==> src/rtl/inbuf_vc.sv <==
// inbuf_vc -- per-VC input flit buffer in front of route computation.
//
// Buffers incoming flits in a small circular FIFO. When a head flit reaches
// the front, raises a one-cycle rc_en with the destination address and VC
// id. After one cycle for route computation, the packet's flits are
// forwarded to the switch stage until the tail is popped. Each pop returns
// one credit upstream on the following cycle.
//
// Ports:
//   clk      rising-edge clock
//   rst_     synchronous reset, active-low
//   idata    incoming flit payload
//   itype    incoming flit type (00 body, 01 head, 10 tail, 11 head+tail)
//   ivalid   push request; upstream holds a credit
//   addr     front flit payload low bits, meaningful while rc_en=1
//   ivch     constant VC id served by this buffer
//   rc_en    route-compute enable, one pulse per packet
//   odata    front flit payload
//   otype    front flit type
//   ovalid   front flit may be forwarded
//   ogrant   downstream pops the front flit this cycle
//   ocredit  one-cycle credit return, the cycle after each pop
//   empty    FIFO holds no flits
//   err      sticky protocol error (overflow, orphan flit, stray head)
module inbuf_vc #(
    parameter int DATAW  = 32,
    parameter int ADDRW  = 8,
    parameter int VCHW   = 1,
    parameter int VCH_ID = 0,
    parameter int DEPTH  = 4
) (
    input  logic             clk,
    input  logic             rst_,
    input  logic [DATAW-1:0] idata,
    input  logic [1:0]       itype,
    input  logic             ivalid,
    output logic [ADDRW-1:0] addr,
    output logic [VCHW-1:0]  ivch,
    output logic             rc_en,
    output logic [DATAW-1:0] odata,
    output logic [1:0]       otype,
    output logic             ovalid,
    input  logic             ogrant,
    output logic             ocredit,
    output logic             empty,
    output logic             err
);
    localparam int PW = (DEPTH > 1) ? $clog2(DEPTH) : 1;
    localparam int CW = $clog2(DEPTH + 1);
    localparam logic [CW-1:0] FULL = CW'(DEPTH);

    typedef enum logic [1:0] {
        IDLE,
        RC,
        ACTIVE
    } state_t;

    state_t           state, state_nxt;
    logic [DATAW+1:0] mem [DEPTH];
    logic [PW-1:0]    rd_ptr, wr_ptr;
    logic [CW-1:0]    count;
    logic [DATAW+1:0] front;
    logic [1:0]       ftype;
    logic             pop, push, err_set;
    // Set while the packet's own head is still at the front in ACTIVE, so
    // only a later head flit is flagged as a protocol error.
    logic             first, first_nxt;

    assign front = mem[rd_ptr];
    assign ftype = front[DATAW+1:DATAW];
    assign empty = (count == '0);
    assign odata = front[DATAW-1:0];
    assign otype = ftype;
    assign addr  = front[ADDRW-1:0];
    assign ivch  = VCHW'(VCH_ID);

    always_comb begin
        state_nxt = state;
        first_nxt = first;
        rc_en     = 1'b0;
        ovalid    = 1'b0;
        pop       = 1'b0;
        err_set   = 1'b0;
        unique case (state)
            IDLE: begin
                if (!empty) begin
                    if (ftype[0]) begin
                        rc_en     = 1'b1;
                        state_nxt = RC;
                    end else begin
                        // orphan body/tail: drop it, which still returns a credit
                        pop     = 1'b1;
                        err_set = 1'b1;
                    end
                end
            end
            RC: begin
                state_nxt = ACTIVE;
                first_nxt = 1'b1;
            end
            ACTIVE: begin
                ovalid = !empty;
                if (ovalid && !first && ftype[0])
                    err_set = 1'b1;
                if (ovalid && ogrant) begin
                    pop       = 1'b1;
                    first_nxt = 1'b0;
                    if (ftype[1])
                        state_nxt = IDLE;
                end
            end
            default: state_nxt = IDLE;
        endcase
        // a pop in the same cycle frees the slot, so a full FIFO can still accept
        push = ivalid && ((count != FULL) || pop);
        if (ivalid && (count == FULL) && !pop)
            err_set = 1'b1;
    end

    always_ff @(posedge clk) begin
        if (!rst_) begin
            state   <= IDLE;
            first   <= 1'b0;
            rd_ptr  <= '0;
            wr_ptr  <= '0;
            count   <= '0;
            ocredit <= 1'b0;
            err     <= 1'b0;
        end else begin
            state   <= state_nxt;
            first   <= first_nxt;
            ocredit <= pop;
            if (err_set)
                err <= 1'b1;
            if (push)
                wr_ptr <= wr_ptr + 1'b1;
            if (pop)
                rd_ptr <= rd_ptr + 1'b1;
            case ({push, pop})
                2'b10:   count <= count + 1'b1;
                2'b01:   count <= count - 1'b1;
                default: count <= count;
            endcase
        end
    end

    always_ff @(posedge clk) begin
        if (rst_ && push)
            mem[wr_ptr] <= {itype, idata};
    end
endmodule
==> config.mk <==
export PLATFORM = sky130hd
export DESIGN_NAME = inbuf_vc
export DESIGN_NICKNAME = d
export VERILOG_FILES = /design/src/rtl/inbuf_vc.sv
export SDC_FILE = /design/constraint.sdc
export NUM_CORES = 1
export LEC_CHECK = 0
export CAP_MARGIN = 20
export CORE_ASPECT_RATIO = 0.5
export CORE_MARGIN = 8
export CORE_UTILIZATION = 37
export DETAILED_ROUTE_END_ITERATION = 16
export HOLD_SLACK_MARGIN = 0.12
export PLACE_DENSITY_LB_ADDON = 0.2
export SYNTH_ARGS = -nofsm -noshare
export SYNTH_HDL_FRONTEND = slang
export SYNTH_SLANG_ARGS = --single-unit
export TNS_END_PERCENT = 5
==> constraint.sdc <==
create_clock -name clk -period 3 [get_ports clk]
set_input_delay 0.6 -clock clk [delete_from_list [all_inputs] [get_ports clk]]
set_output_delay 0.6 -clock clk [all_outputs]
set_load 0.03 [all_outputs]
==> flow_summary.yaml, run 1 <==
routing:
  drt_iter0_markers: 167
  vias: 2843
  wl_per_cell_um: 18.9
  ant_nets: 0
  routed_wl_um: 11100
  avgViaCountPerCell: 4.84
  first_pass_iters: 4
  drc_errors: 0
synthesis:
  ys_ff_latch: 150
  synthesis.instances: 279
  yosys_warnings: 0
  ys_types: 32
  yosysSeqAreaShare_pct: 76.0
  syn-num-nets: 322
  syn_area_per_cell_um2: 20.6
  netlist_area_um2: 5740
cells_and_area:
  design_area_um2: 7440
  area_growth_pct: 29.5
  drive_above_1_share_pct: 21.4
  n_antenna_cell: 0
  layout.nets: 415
  multi_input_area_um2: 1230
  final_common_cell: "edfxtp_1"
  final_cell_mix: "136 x edfxtp_1, 82 x clkdlybuf4s50_1, 34 x mux4_2"
  fillers: 1269
  final-seq-area_um2: 4370
sta:
  skew_ps: 7.59
  finalSetupViolations: 0
  rsz0062_at_grt: "false"
  post-route-period-util_pct: 96.2
  fin_crit_ps: 2890
  slew_headroom_pct: 64.0
  finalSetupTns_ps: 0
  hold_violations: 0
  max_freq_mhz: 346
  tightest_slew_ps: 540
  slew_violations: 0
worst_setup_path:
  crit_type: "reg2out"
  crit_chain: "buf_12 > mux4_2 > clkdlybuf4s50_1"
  required_ps: 2400
  cp_slowest_cell: "clkdlybuf4s50_1"
  crit_family: "buffers and inverters"
  cp-end-kind: "output port"
  crit_buf_inv: 2
  reg2reg_to: "mem[2][19]"
  reg2reg_slack_ps: 370
  cpPeakStageDelay_ps: 620
  cp_max_fo: 33
  critPathLaunchType: "register"
  arrival_ps: 2290
  reg2reg_depth: 5
power:
  p_per_area_nw_per_um2: 830
  vdd_drop_max_v: 0.000518
  p_leak_nw: 2.43
clock_network:
  h-tree-depth: 4
  cts_made_buffers: 17
  cts_sinks: 150
  cts_buffer_depth: 2
  cts_tree: "done"
  cts_hold_buf: 0
  insertion_delay_ps: 410
  clkTransAtPathRegs_ps: 60
  cts_root_buf: "clkbuf_16"
global_routing:
  overflow: 0
  grt_pass1_vias: 3168
  use_met2_pct: 19.9
  use_met1_pct: 13.8
  grt_use_total_pct: 11.7
  antenna_found_initial: 0
  grt_busiest_layer: "met2"
  grt_max_degree: 34
  grt_pass1_wl_um: 17700
  met3_usage_pct: 3.68
die:
  ios: 86
  chipHeight_um: 104
  row_count: 32
  dieArea_um2: 20000
  core-area_um2: 15300
  initial_core_util_pct: 37.6
  die_x_um: 192
min_path:
  hold_path_end: "rd_ptr[0]"
  hold_start: "rd_ptr[0]"
  min_path_type: "reg2reg"
  hold_depth: 2
place:
  hpwlAfterDp_um: 7400
  gp_congestion: 0.835
  portBuffers: 84
  place_area_um2: 6900
status:
  status: "completed"
flow_run:
  cap_viol_max_count: 0
==> cell usage after synthesis, drive strengths merged <==
master   count  area, um2
or3b         1       8.76
mux2i        8       80.1
o221ai       1       8.76
nand3b       1       7.51
inv          8       30.0
a2111oi      1       27.5
mux4        34        766
nor3         1       5.00
fa           1       20.0
nand4        1       6.26
and2         1       6.26
and3         5       31.3
nand2b       3       18.8
edfxtp     136       4080
nand2       12       45.0
ha           4       50.1
clkbuf       8       30.0
nor3b        2       15.0
a2111o       1       11.3
nand3        1       5.00
o21ai        3       15.0
a311oi       1       8.76
a21boi       1       11.3
nor2         5       18.8
nor2b        2       12.5
or3          2       12.5
conb         1       3.75
buf         13       90.1
a21oi        7       35.0
dfxtp       14        280
==> registers in the layout, indices dropped and copies added, names as in the netlist, named ones only <==
signal and flops:
mem 136, count 3, state 2, first 1
err 1, wr_ptr 2, rd_ptr 2, ocredit 1
==> worst register-to-register path, stage by stage, from the launching register on <==
cell	delay [ps]
dfxtp_2	360
mux4_2	620
a2111o_1	480
a21boi_2	280
and3_2	400
buf_12	200
==> per-layer routing <==
layer,wire length [um],vias up
li1,-,1298
met1,4760,1478
met2,5780,55
met3,479,12
met4,125,0
met5,0,-
==> what timing repair did <==
item                                    4_1_cts  5_1_grt
resized for setup                             0        2
buffers inserted                              0        0
endpoints found under the setup margin        0        2
==> worst max-delay path by stage <==
stage	start	to	slack, ps	depth (start not counted)
final	register	odata[7]	110	3
after global routing	register	odata[7]	10	3
after CTS	register	otype[1]	50	3
after detailed placement	ogrant	mem[3][4]	180	6
after global placement	ogrant	mem[2][5]	210	6
after floorplan	register	mem[1][0]	-210	5
==> area by class of cell <==
class,count,share of cell area (%)
Clock buffer,18,5.77
Clock inverter,13,1.46
Inverter,8,0.404
Tap cell,204,3.43
Timing Repair Buffer,95,13.7
Multi-Input combinational cell,100,16.6
Sequential cell,150,58.7
==> cell families (layout without fill, tap and decap cells) <==
logic type / count (synthesis) / in the layout / share of synthesized area [%]
fa+ha+maj: 5 / 5 / 1.22
flops: 150 / 150 / 76.0
buf+inv: 29 / 134 / 2.61
mux: 42 / 42 / 14.7
other cells: 1 / 1 / 0.0653
simple gates: 37 / 37 / 3.35
compound gates: 15 / 15 / 2.05
==> per-stage QoR <==
step / power [mW] / instances / setup slack [ps] / hold WS (ps) / utilization, %
finish: 6.18 / 588 / 113 / 482 / 48.7
global route: 6.46 / 588 / 12.3 / 515 / 48.7
CTS: 6.26 / 588 / 53.5 / 483 / 48.6
detailed placement: 4.32 / 557 / 182 / 473 / 45.1
global placement: 4.29 / 557 / 208 / 466 / 45.1
floorplan: 3.68 / 279 / -214 / 454 / -
==> power breakdown <==
part           total, mW  leakage, nW  internal [mW]  switching (mW)
combinational       1.72        0.819          0.763           0.955
clock               1.92        0.265           1.13           0.792
sequential          2.54         1.35           2.46          0.0786
total               6.18         2.43           4.35            1.83
(Power assumes the default switching activity.)
==> run 2: changes to the inputs <==
- ABC_CLOCK_PERIOD_IN_PS: default -> 3000
==> results of run 2 <==
No change in the layout: final DEF, timing and power equal those of run 1.
